<file path="src/rtl/calc_sequencer_pkg.sv">
// Shared types and constants for the calculator sequencer: state encoding,
// operator and error codes, display limits and the default operand width.
package calc_sequencer_pkg;

    // Default operand width (signed two's complement).
    localparam int unsigned InputOutBit = 16;

    typedef enum logic [2:0] {
        StGetA  = 3'd0,
        StGetOp = 3'd1,
        StGetB  = 3'd2,
        StExec  = 3'd3,
        StWait  = 3'd4,
        StShow  = 3'd5,
        StErr   = 3'd6
    } calc_state_e;

    // Operator codes presented on alu_op.
    localparam logic [1:0] OpAdd = 2'd0;
    localparam logic [1:0] OpSub = 2'd1;
    localparam logic [1:0] OpMul = 2'd2;
    localparam logic [1:0] OpDiv = 2'd3;

    // Error codes presented on err_code.
    localparam logic [1:0] ErrNone    = 2'd0;
    localparam logic [1:0] ErrDiv0    = 2'd1;
    localparam logic [1:0] ErrRange   = 2'd2;
    localparam logic [1:0] ErrTimeout = 2'd3;

    // Display prompt codes presented on stage.
    localparam logic [1:0] StageA      = 2'd0;
    localparam logic [1:0] StageOp     = 2'd1;
    localparam logic [1:0] StageB      = 2'd2;
    localparam logic [1:0] StageResult = 2'd3;

    // Range of the 3-digit signed display.
    localparam int DispMax = 999;
    localparam int DispMin = -999;

    // Entry prompt shown for each state; EXEC and WAIT already show the result slot.
    function automatic logic [1:0] stage_of(calc_state_e s);
        case (s)
            StGetA:  return StageA;
            StGetOp: return StageOp;
            StGetB:  return StageB;
            default: return StageResult;
        endcase
    endfunction

endpackage

</file>
<file path="src/rtl/calc_sequencer_wait_timer.sv">
// Cycle counter bounding how long the sequencer waits for the arithmetic unit.
// The launch cycle (where clear is high) counts as the first of TIMEOUT cycles,
// so expired pulses in the last waiting cycle and the error shows exactly
// TIMEOUT cycles after the launch.
module wait_timer #(
    parameter int unsigned TIMEOUT = 1024
) (
    input  logic clk,
    input  logic rst_n,
    input  logic clear,
    input  logic enable,
    output logic expired
);

    localparam int unsigned CntW = (TIMEOUT > 2) ? $clog2(TIMEOUT) : 1;
    localparam logic [CntW-1:0] LastCount = CntW'(TIMEOUT - 2);

    logic [CntW-1:0] count_q, count_d;

    // Restart on launch, advance while waiting, otherwise hold.
    always_comb begin
        count_d = count_q;
        if (clear) begin
            count_d = '0;
        end else if (enable) begin
            count_d = count_q + 1'b1;
        end
    end

    // Counter register.
    always_ff @(posedge clk or negedge rst_n) begin
        if (!rst_n) begin
            count_q <= '0;
        end else begin
            count_q <= count_d;
        end
    end

    assign expired = enable && !clear && (count_q == LastCount);

endmodule

</file>
<file path="src/rtl/calc_sequencer.sv">
// Calculator sequencer: collects A, operator and B from digit entry, launches
// one operation on the shared arithmetic unit, range-checks the result against
// the 3-digit display and presents either the result or an error code.
module calc_sequencer
    import calc_sequencer_pkg::*;
#(
    parameter int unsigned W       = InputOutBit,
    parameter int unsigned TIMEOUT = 1024
) (
    input  logic           clk,
    input  logic           rst_n,
    input  logic           input_done,
    input  logic [W-1:0]   input_val,
    input  logic           btn_clear,
    output logic           alu_start,
    output logic [W-1:0]   alu_a,
    output logic [W-1:0]   alu_b,
    output logic [1:0]     alu_op,
    input  logic           alu_done,
    input  logic [2*W-1:0] alu_result,
    output logic [1:0]     stage,
    output logic [W-1:0]   result,
    output logic           result_valid,
    output logic           err,
    output logic [1:0]     err_code,
    output logic           op_reject
);

    localparam logic signed [2*W-1:0] RangeMax = (2*W)'(DispMax);
    localparam logic signed [2*W-1:0] RangeMin = (2*W)'(DispMin);

    calc_state_e    state_q, state_d;
    logic [W-1:0]   a_q, a_d;
    logic [W-1:0]   b_q, b_d;
    logic [1:0]     op_q, op_d;
    logic [W-1:0]   result_q, result_d;
    logic           result_valid_q, result_valid_d;
    logic           err_q, err_d;
    logic [1:0]     err_code_q, err_code_d;
    logic           op_reject_q, op_reject_d;

    logic           op_legal;
    logic           div_by_zero;
    logic           in_range;
    logic           timer_clear;
    logic           timer_enable;
    logic           timer_expired;

    // Operator codes are 0..3; anything negative or larger is rejected.
    assign op_legal     = (input_val[W-1:2] == '0);
    assign div_by_zero  = (op_q == OpDiv) && (b_q == '0);
    // Checked on the full-width result so the low W bits are lossless afterwards.
    assign in_range     = ($signed(alu_result) <= RangeMax) &&
                          ($signed(alu_result) >= RangeMin);

    assign timer_clear  = (state_q == StExec);
    assign timer_enable = (state_q == StWait);

    wait_timer #(
        .TIMEOUT (TIMEOUT)
    ) u_wait_timer (
        .clk     (clk),
        .rst_n   (rst_n),
        .clear   (timer_clear),
        .enable  (timer_enable),
        .expired (timer_expired)
    );

    // Next-state, operand capture, result/error capture.
    always_comb begin
        state_d     = state_q;
        a_d         = a_q;
        b_d         = b_q;
        op_d        = op_q;
        result_d    = result_q;
        err_code_d  = err_code_q;
        op_reject_d = 1'b0;

        if (btn_clear) begin
            // Clear wins over any coincident input_done or alu_done.
            state_d = StGetA;
        end else begin
            unique case (state_q)
                StGetA: begin
                    if (input_done) begin
                        a_d     = input_val;
                        state_d = StGetOp;
                    end
                end
                StGetOp: begin
                    if (input_done) begin
                        if (op_legal) begin
                            op_d    = input_val[1:0];
                            state_d = StGetB;
                        end else begin
                            op_reject_d = 1'b1;
                        end
                    end
                end
                StGetB: begin
                    if (input_done) begin
                        b_d     = input_val;
                        state_d = StExec;
                    end
                end
                StExec: begin
                    if (div_by_zero) begin
                        err_code_d = ErrDiv0;
                        state_d    = StErr;
                    end else begin
                        state_d = StWait;
                    end
                end
                StWait: begin
                    // A done in the expiry cycle still counts.
                    if (alu_done) begin
                        if (in_range) begin
                            result_d = alu_result[W-1:0];
                            state_d  = StShow;
                        end else begin
                            err_code_d = ErrRange;
                            state_d    = StErr;
                        end
                    end else if (timer_expired) begin
                        err_code_d = ErrTimeout;
                        state_d    = StErr;
                    end
                end
                StShow, StErr: begin
                    if (input_done) begin
                        a_d     = input_val;
                        state_d = StGetOp;
                    end
                end
                default: begin
                    state_d = StGetA;
                end
            endcase
        end

        // Result and error are only held while their state is occupied.
        if (state_d != StShow) begin
            result_d = '0;
        end
        if (state_d != StErr) begin
            err_code_d = ErrNone;
        end
        result_valid_d = (state_d == StShow);
        err_d          = (state_d == StErr);
    end

    // State, operand and output registers.
    always_ff @(posedge clk or negedge rst_n) begin
        if (!rst_n) begin
            state_q        <= StGetA;
            a_q            <= '0;
            b_q            <= '0;
            op_q           <= OpAdd;
            result_q       <= '0;
            result_valid_q <= 1'b0;
            err_q          <= 1'b0;
            err_code_q     <= ErrNone;
            op_reject_q    <= 1'b0;
        end else begin
            state_q        <= state_d;
            a_q            <= a_d;
            b_q            <= b_d;
            op_q           <= op_d;
            result_q       <= result_d;
            result_valid_q <= result_valid_d;
            err_q          <= err_d;
            err_code_q     <= err_code_d;
            op_reject_q    <= op_reject_d;
        end
    end

    // A clear in the launch cycle suppresses the launch so nothing is left in flight.
    assign alu_start    = (state_q == StExec) && !div_by_zero && !btn_clear;
    assign alu_a        = a_q;
    assign alu_b        = b_q;
    assign alu_op       = op_q;
    assign stage        = stage_of(state_q);
    assign result       = result_q;
    assign result_valid = result_valid_q;
    assign err          = err_q;
    assign err_code     = err_code_q;
    assign op_reject    = op_reject_q;

endmodule

</file>
<file path="config.mk">
export PLATFORM = sky130hd
export DESIGN_NAME = calc_sequencer
export DESIGN_NICKNAME = d
export VERILOG_FILES = /design/src/rtl/calc_sequencer_pkg.sv /design/src/rtl/calc_sequencer_wait_timer.sv /design/src/rtl/calc_sequencer.sv
export SDC_FILE = /design/constraint.sdc
export NUM_CORES = 1
export LEC_CHECK = 0
export BUFFER_PORTS_ARGS = -buffer_cell sky130_fd_sc_hd__buf_2
export CAP_MARGIN = 0
export CORE_ASPECT_RATIO = 0.75
export CORE_MARGIN = 2
export CORE_UTILIZATION = 50
export CTS_BUF_LIST = sky130_fd_sc_hd__clkbuf_4 sky130_fd_sc_hd__clkbuf_8
export DETAILED_ROUTE_END_ITERATION = 16
export MAX_ROUTING_LAYER = met4
export PLACE_DENSITY = 0.8
export SLEW_MARGIN = 10
export SYNTH_ARGS = -nofsm -noshare
export SYNTH_HDL_FRONTEND = slang
export SYNTH_HIERARCHICAL = 1
export SYNTH_SLANG_ARGS = --single-unit
</file>
<file path="constraint.sdc">
create_clock -name clk -period 5 [get_ports clk]
set_input_delay 0.5 -clock clk [delete_from_list [all_inputs] [get_ports clk]]
set_output_delay 0.5 -clock clk [all_outputs]
set_load 0.01 [all_outputs]
</file>
After elaboration in Yosys (flattened, before gate mapping)
Cells that the tools add are included.
Word-level totals
  bits in registers: 68
  bits in latches: 0
  bits in writable memories: 0
  ROM bits: 0
  bits of input ports: 53
  memories kept: 0
Cells by class
  $add $sub $neg: 1
  $mul: 0
  divide/modulo/power cells: 0
  order comparisons: 2
  equality and inequality tests: 17
  shift operators: 0
  mux-type cells: 29
  bitwise logic cells: 1
  reduce and logical (&&, ||, !) cells: 23
Operators with widths (count)
  16-bit two-way mux: 5
  32-bit by 11-bit greater-or-equal comparator with 1-bit output (second input constant): 1
  32-bit by 11-bit <= comparator with 1-bit output (second input constant): 1
  3-bit two-way mux: 7
  10-bit two-way mux: 2
  16-bit logical NOT: 1
  2-bit two-way mux: 8
  3-bit == test (second input constant): 5
  3-bit case mux with 5 select lines: 1
  14-bit logical NOT: 1
  10-bit by 1-bit adder with 10-bit output (second input constant): 1
  10-bit == test (second input constant): 1
  3-bit inequality test (second input constant): 3
  4-bit inequality test (second input constant): 2
  4-bit AND reduction: 2
  2-bit nonzero test: 4
  3-bit by 2-bit == test with 1-bit output (second input constant): 2
  1-bit logical AND: 6
  2-bit case mux with 3 select lines: 1
  3-bit AND reduction: 2
  5-bit AND reduction: 1
  1-bit two-way mux: 4
  2-bit by 1-bit inequality test with 1-bit output (second input constant): 2
  2-bit case mux with 2 select lines: 1
  other kinds (7): 9

Depth between registers and ports, before layout
Gate-level depths: netlist of run 1.
  word-level depth: 11
  depth in mapped cells: 10
  gate-level depth less buffers: 8

By module
Netlist of run 1, hierarchy kept.
Modules (own cells, without submodules)
  calc_sequencer: times used 1, cells an instance 204, area an instance 2575.0 sq um, sequential area each 1451.4 sq um
  wait_timer: times used 1, cells an instance 53, area an instance 525.5 sq um, sequential area each 250.2 sq um

Least setup slack after synthesis of run 1
No wires, ideal clock.
  path type: reg-to-reg
  start point: reg state_q[0]
  end point: reg err_q, in the netlist err
  data arrival time: 2049 ps
  required time: 4852 ps
  slack: 2803 ps
  stages on the path, launching flop included: 11
  buffers on the path: 2
  clock period less this slack: 2197 ps
  path through: dfrtp_1 -> clkbuf_1 -> nand2_1 -> nor2_1 -> clkbuf_1 -> nand3b_1 -> nor4_1 -> nor2b_1 -> o21bai_1 -> a311oi_1 -> nor3_1
On the way
  cells in the longest elaborated chain, start to end: 9
  elaborated cells on any way between the ends: 20
  those cells by class: 7 x eq/ne; 8 x mux; 5 x reduce/logical
RTL lines
  from (decl): RTL line calc_sequencer.sv:32  | calc_state_e state_q, state_d;
  from (signal assigned): RTL line calc_sequencer.sv:155  | state_q <= StGetA;
  from (signal assigned): RTL line calc_sequencer.sv:165  | state_q <= state_d;
  3-bit by 2-bit == test with 1-bit output: RTL line calc_sequencer.sv:56  | assign timer_clear = (state_q == StExec);
  named net timer_clear: RTL line calc_sequencer.sv:45  | logic timer_clear;
  1-bit logical NOT: RTL line calc_sequencer_wait_timer.sv:39  | assign expired = enable && !clear && (count_q == LastCount);
  1-bit logical AND (2 in series): RTL line calc_sequencer_wait_timer.sv:39
  named net timer_expired: RTL line calc_sequencer.sv:47  | logic timer_expired;
  3-bit two-way mux: RTL line calc_sequencer.sv:124  | end else if (timer_expired) begin
  3-bit two-way mux: RTL line calc_sequencer.sv:116  | if (alu_done) begin
  3-bit case mux with 5 select lines: RTL line calc_sequencer.sv:83  | unique case (state_q)
  3-bit two-way mux: RTL line calc_sequencer.sv:79  | if (btn_clear) begin
  3-bit == test: RTL line calc_sequencer.sv:149  | err_d = (state_d == StErr);
  named net err_d: RTL line calc_sequencer.sv:38  | logic err_q, err_d;
  to (signal assigned): RTL line calc_sequencer.sv:171  | err_q <= err_d;
  to (decl): RTL line calc_sequencer.sv:38
The timed path passes the listed nets, and every way through them passes these cells.
A chain may end at the register's enable or synchronous reset.

Worst setup path after layout of run 1
  start point: reg state_q[2]
  end point: reg result_q[10], in the netlist result[10]
On the way
  elaborated cells on any way between the ends: 26
  those cells by class: 8 x eq/ne; 9 x mux; 9 x reduce/logical
RTL lines
  3-bit == test (*): RTL line calc_sequencer.sv:57  | assign timer_enable = (state_q == StWait);
  named net timer_enable: RTL line calc_sequencer.sv:46  | logic timer_enable;
  1-bit logical AND (2 in series): RTL line calc_sequencer_wait_timer.sv:39
  3-bit two-way mux: RTL line calc_sequencer.sv:124
  3-bit two-way mux: RTL line calc_sequencer.sv:116
  3-bit case mux with 5 select lines: RTL line calc_sequencer.sv:83
  3-bit two-way mux: RTL line calc_sequencer.sv:79
  3-bit inequality test: RTL line calc_sequencer.sv:142  | if (state_d != StShow) begin
  2-bit by 1-bit inequality test with 1-bit output (no source line) or 2-bit nonzero test (tied branches)
  4-bit AND reduction (no source line)
  to (signal assigned): RTL line calc_sequencer.sv:169  | result_q <= result_d;
  to (decl): RTL line calc_sequencer.sv:36  | logic [W-1:0] result_q, result_d;
Mark *: on every way through the listed nets, which the timed path passes. The rest lies on a longest branch.

==> results.sh, run 1 <==
export IMPL_met2_usage_pct=32.9
export IMPL_period_minus_slack_ns=2.50
export IMPL_clock_root_buffer="clkbuf_8"
export IMPL_num_antenna_cells=0
export IMPL_core_um2=5920
export IMPL_maxCapViolations=0
export IMPL_antenna_found_initial=0
export IMPL_layout_commonest_cell="buf_2"
export IMPL_outcome="completed"
export IMPL_die_area_um2=6850
export IMPL_clk_latency_ns=0.34
export IMPL_ant_nets=0
export IMPL_syn_nets=312
export IMPL_setup_viol=0
export IMPL_drc=0
export IMPL_synth_seq_area_share_pct=54.9
export IMPL_wl_um=7330
export IMPL_clock_path_buffers=2
export IMPL_fin_util_pct=66.4
export IMPL_postPlaceCellArea_um2=3690
export IMPL_powerDensity_nw_per_um2=327
export IMPL_fp_row_count=24
export IMPL_clkTransAtPathRegs_ns=0.07
export IMPL_cts_resized=0
export IMPL_finClkSkew_ns=0.00693
export IMPL_yosysWarnings=6
export IMPL_syn_to_final_growth_pct=26.7
export IMPL_crit_fanout=16
export IMPL_ioPinCount=111
export IMPL_drtIter0Drc=161
export IMPL_grt_overflow=0
export IMPL_synth_edff_count=0
export IMPL_io_buffers=110
export IMPL_drive_gt1_share_pct=46.8
export IMPL_first_pass_iters=5
export IMPL_tightest_slew_ns=1.12
export IMPL_fin_nets=422
export IMPL_critical_path_arrival_ns=2.78
export IMPL_reg2reg_depth=4
export IMPL_crit_path_start="state_q[2]$_DFF_PN0_"
export IMPL_setup_tns_ns=0
export IMPL_routabilityCongestion=0.850
export IMPL_hold_buffers=0
export IMPL_fin_area_um2=3930
export IMPL_layout_common_cells="buf_2 (110), dfrtp_1 (68), mux2_2 (35)"
export IMPL_path_class="reg -> reg"
export IMPL_route_vias_total=2515
export IMPL_hold_viol=0
export IMPL_grtUsageMet1_pct=31.9
export IMPL_viasPerCell=5.59
export IMPL_cts_tree="yes"
export IMPL_cts_setup_buffers=0
export IMPL_ys_ff_latch=68
export IMPL_avgSynthCellArea_um2=12.1
export IMPL_use_met3_pct=6.02
export IMPL_rsz0062_at_grt="false"
export IMPL_cts_buffers=9
export IMPL_synthArstFlopShare_pct=100
export IMPL_p_leak_nw=1.98
export IMPL_grt_pass1_vias=2310
export IMPL_start_util_pct=52.4
export IMPL_yosysUniqueCellTypes=44
export IMPL_hpwl_um=5400
export IMPL_period_share_pct=50.1
export IMPL_wire_per_inst_um=16.3
export IMPL_hold_path_class="in -> async"
export IMPL_htree_levels=3
export IMPL_grt_usage_pct=22.8
export IMPL_r2r_slack_ns=2.50
export IMPL_dp_cells=434
export IMPL_die_w_um=94.9
export IMPL_crit_required_ns=5.27
export IMPL_fin_cells=450
export IMPL_drv_slew=0
export IMPL_synthCells=257
export IMPL_r2r_end="result[10]$_DFFE_PN0P_"
export IMPL_grt_busiest_layer="met2"
export IMPL_slew_headroom_pct=25.3
export IMPL_r2r_start="state_q[2]$_DFF_PN0_"
export IMPL_netlist_area_um2=3100
export IMPL_timing_hold_ws_ns=0.344
export IMPL_nFillCells=465
export IMPL_start_kind="flip-flop"
export IMPL_die_height_um=72.2
export IMPL_max_clock_freq_mhz=399
export IMPL_ir_drop_v=0.000241
export IMPL_worstSetupEndpoint="result[10]$_DFFE_PN0P_"
export IMPL_grt_pass1_wl_um=11400
export IMPL_ys_flop_type="dfrtp_1"
export IMPL_cp_end_kind="flip-flop"
export IMPL_grt_max_degree=69
export IMPL_clock_sinks=68
[report_power, final]
part           internal, mW  switching, mW  total, mW
registers             0.587         0.0255      0.613
clock network         0.310          0.203      0.513
logic                0.0772         0.0837      0.161
total                 0.974          0.312       1.29
[final cells by class]
class | instances | area [µm²] | share of cell area, %
flip-flops and latches | 68 | 1700 | 43.3
multi-input cells | 171 | 1320 | 33.5
repair buffers | 111 | 558 | 14.2
clock buffers | 11 | 151 | 3.85
well taps | 78 | 97.6 | 2.48
clock inverters | 5 | 82.6 | 2.10
inverters | 6 | 22.5 | 0.573
[registers in the layout, summed over array words and instances (netlist names)]
signal                count
alu_b                    16
u_wait_timer/count_q     10
op_reject                 1
result_valid              1
alu_op                    2
err                       1
alu_a                    16
result                   16
state_q                   3
err_code                  2
[logic make-up (layout without fill, tap and decap cells)]
family / count (synthesis) / after routing / synth area share [%]
adders and majority gates: 2 / 2 / 0.807
buffers and inverters: 18 / 133 / 2.70
xor gates and xnor gates: 5 / 5 / 1.41
and+or+nand+nor: 80 / 80 / 15.1
DFF: 68 / 68 / 54.9
AOI/OAI and AO/OA: 49 / 49 / 12.3
muxes: 35 / 35 / 12.7
[metal layers]
layer  vias up  part of all wire [%]
met5         -                     0
met4         0                   1.1
met3         9                   5.2
met2        70                    48
met1      1233                    45
li1       1203                     -
[worst max-delay path: stages (launching register included)]
cell,delay (ns)
dfrtp_1,0.62
nor3b_2,0.72
nand2_1,0.24
a211oi_4,0.63
a22o_1,0.23
[worst min path at each step]
stage / depth (start not counted) / start / slack, ns / to
floorplan: 0 / rst_n / 0.20 / alu_a[0]$_DFFE_PN0P_
global placement: 2 / err_code[0]$_DFFE_PN0P_ / 0.47 / err_code[0]$_DFFE_PN0P_
detailed placement: 2 / err_code[0]$_DFFE_PN0P_ / 0.48 / err_code[0]$_DFFE_PN0P_
CTS: 2 / rst_n / 0.37 / u_wait_timer/count_q[6]$_DFFE_PN0P_
global route: 2 / alu_result[0] / 0.39 / result[0]$_DFFE_PN0P_
finish: 2 / rst_n / 0.34 / result[14]$_DFFE_PN0P_
[cells in the mapped netlist, types with 2 or more instances]
master / n / area (µm²)
o21ai_0: 7 / 35.0
a21oi_1: 10 / 50.1
dfrtp_1: 68 / 1700
a211oi_1: 2 / 15.0
nand2_1: 10 / 37.5
nor3_1: 6 / 30.0
inv_1: 6 / 22.5
nor2_1: 14 / 52.6
or3_1: 2 / 12.5
xnor2_1: 2 / 17.5
or4_1: 3 / 22.5
ha_1: 2 / 25.0
buf_2: 4 / 20.0
clkbuf_1: 6 / 22.5
o31ai_1: 2 / 15.0
mux2_2: 35 / 394
nand4_1: 11 / 68.8
nand3_1: 3 / 15.0
or2_2: 2 / 12.5
nor4_1: 15 / 93.8
nand3b_1: 4 / 30.0
a22o_1: 16 / 140
a31o_2: 2 / 17.5
nor2b_1: 3 / 18.8
xor2_1: 3 / 26.3
[metrics by stage]
step | setup slack [ns] | power [mW]
after floorplan | 2.80 | 0.696
after global placement | 2.60 | 0.777
after detailed placement | 2.54 | 0.783
after CTS | 2.53 | 1.30
after global routing | 2.26 | 1.35
final | 2.50 | 1.29
Note: power is estimated with default switching activity, not from simulation.
==> inputs of run 2 (changes only) <==
CORE_UTILIZATION = 46   (was 50)
PLACE_DENSITY = 0.78   (was 0.8)
clock period = 2.1 ns   (was 5 ns; I/O delays follow)
==> results.sh, run 2 (synthesis results as in run 1) <==
export IMPL_outcome="completed"
export IMPL_finClkSkew_ns=0.0106
export IMPL_tightest_slew_ns=0.663
export IMPL_intPower_mw=2.04
export IMPL_grt_pass1_wl_um=11800
export IMPL_clkTransAtPathRegs_ns=0.09
export IMPL_rsz0062_at_grt="false"
export IMPL_hold_viol=0
export IMPL_clock_sinks=68
export IMPL_viasPerCell=5.48
export IMPL_cp_end_kind="flip-flop"
export IMPL_p_leak_nw=2.03
export IMPL_grt_usage_pct=21.0
export IMPL_path_cells="buf_4, nand2_1, nor2_1, nand3b_1, nor4_1, nor2b_1, o21bai_1, a311oi_1, nor3_1"
export IMPL_hpwl_um=5650
export IMPL_max_stage_delay_ns=0.44
export IMPL_drive_gt1_share_pct=49.6
export IMPL_max_clock_freq_mhz=504
export IMPL_route_vias_total=2574
export IMPL_drc=0
export IMPL_maxCapViolations=0
export IMPL_start_kind="flip-flop"
export IMPL_slowest_stage="a311oi_1"
export IMPL_layout_commonest_cell="buf_2"
export IMPL_powerDensity_nw_per_um2=704
export IMPL_fin_area_um2=4050
export IMPL_start_util_pct=48.4
export IMPL_switching_share_pct=28.5
export IMPL_crit_path_start="state_q[1]$_DFF_PN0_"
export IMPL_die_height_um=75.1
export IMPL_htree_levels=3
export IMPL_wire_per_inst_um=15.7
export IMPL_antenna_found_initial=0
export IMPL_routabilityCongestion=0.820
export IMPL_ioPinCount=111
export IMPL_cts_buffers=9
export IMPL_hold_path_class="in -> reg"
export IMPL_r2r_start="state_q[1]$_DFF_PN0_"
export IMPL_syn_to_final_growth_pct=30.5
export IMPL_cts_setup_buffers=0
export IMPL_clock_power_share_pct=34.9
export IMPL_io_buffers=110
export IMPL_drv_slew=0
export IMPL_first_pass_iters=4
export IMPL_slew_headroom_pct=55.6
export IMPL_grt_pass1_vias=2449
export IMPL_grt_overflow=0
export IMPL_ant_nets=0
export IMPL_p_comb_share_pct=14.0
export IMPL_fp_row_count=25
export IMPL_power_switching_uw=810
export IMPL_postPlaceCellArea_um2=3830
export IMPL_clock_path_buffers=2
export IMPL_drtIter0Drc=91
export IMPL_die_w_um=98.8
export IMPL_clock_root_buffer="clkbuf_8"
export IMPL_die_area_um2=7420
export IMPL_grt_max_degree=39
export IMPL_critical_path_arrival_ns=2.19
export IMPL_wl_um=7400
export IMPL_ir_drop_v=0.000396
export IMPL_cts_tree="yes"
export IMPL_fin_nets=439
export IMPL_seqPwrFrac_pct=51.2
export IMPL_setup_viol=0
export IMPL_fin_cells=470
export IMPL_num_antenna_cells=0
export IMPL_crit_required_ns=2.30
export IMPL_path_class="reg -> reg"
export IMPL_dp_cells=453
export IMPL_period_share_pct=94.5
export IMPL_layout_common_cells="buf_2 (110), dfrtp_1 (68), mux2_2 (35)"
export IMPL_period_minus_slack_ns=1.98
export IMPL_hold_start="alu_result[0]"
export IMPL_crit_fanout=11
export IMPL_core_um2=6410
export IMPL_setup_tns_ns=0
export IMPL_clk_latency_ns=0.34
==> run 2: cell types whose count changed in the layout (fill, tap and decap cells not counted), sizes merged <==
| cell | before | now |
|---|---|---|
| dlygate4sd3 | 0 | 1 |
| clkbuf | 11 | 9 |
| inv | 7 | 9 |
| clkinv | 2 | 1 |
| clkinvlp | 0 | 3 |
| buf | 111 | 127 |
| bufinv | 2 | 0 |
==> run 2: power by group through the flow <==
stage	combinational, mW	clock [mW]	sequential [mW]
final	0.398	0.992	1.46
after global routing	0.446	1.06	1.47
after CTS	0.402	1.00	1.46
after detailed placement	0.398	0	1.48
after global placement	0.387	0	1.47
after floorplan	0.146	0	1.51
==> run 2: repair_timing <==
item	CTS	global route
hold buffers	1	0
setup endpoints to repair	0	18
gates resized for setup	0	4
hold endpoints to repair	8	0
==> run 2: final cells by class <==
type,instances,area (µm²)
inverter,6,22.5
clock buffer,9,124
fill,530,2370
clock inverter,7,60.1
tap,81,101
timing repair buffer,128,701
sequential,68,1700
multi-input combinational,171,1340
==> run 2: routing by layer <==
layer	share of wire (%)	global-route usage (%)
met5	0	-
met4	1.6	7.15
met3	4.8	5.29
met2	45	29.2
met1	49	30.2
==> run 2: worst max-delay path: cells and delay by family, from the launching register on <==
family | cells | cell delay (ns)
AOI/OAI and AO/OA | 2 | 0.59
buffers and inverters | 1 | 0.19
DFF | 1 | 0.40
and+or+nand+nor | 6 | 0.68
==> run 2: worst paths after layout <==
path	to	slack, ns	depth (start not counted)
min in group asynchronous	alu_a[12]$_DFFE_PN0P_	0.26	2
hold reg to reg	result[6]$_DFFE_PN0P_	0.51	1
setup / recovery	state_q[1]$_DFF_PN0_	0.12	9
max in group asynchronous	result[13]$_DFFE_PN0P_	1.28	3
setup reg to reg	state_q[1]$_DFF_PN0_	0.12	9
hold / removal	result[0]$_DFFE_PN0P_	0.09	2
==> run 2: stage by stage <==
stage | util, % | setup WS, ns | total power, mW | hold slack, ns
floorplan | - | 0.0475 | 1.66 | -0.0856
global placement | 59.7 | 0.0684 | 1.86 | 0.0820
detailed placement | 59.7 | -0.0151 | 1.88 | 0.0919
CTS | 62.8 | 0.102 | 2.86 | 0.0839
global route | 63.1 | 0.00717 | 2.97 | 0.0982
finish | 63.1 | 0.115 | 2.85 | 0.0912
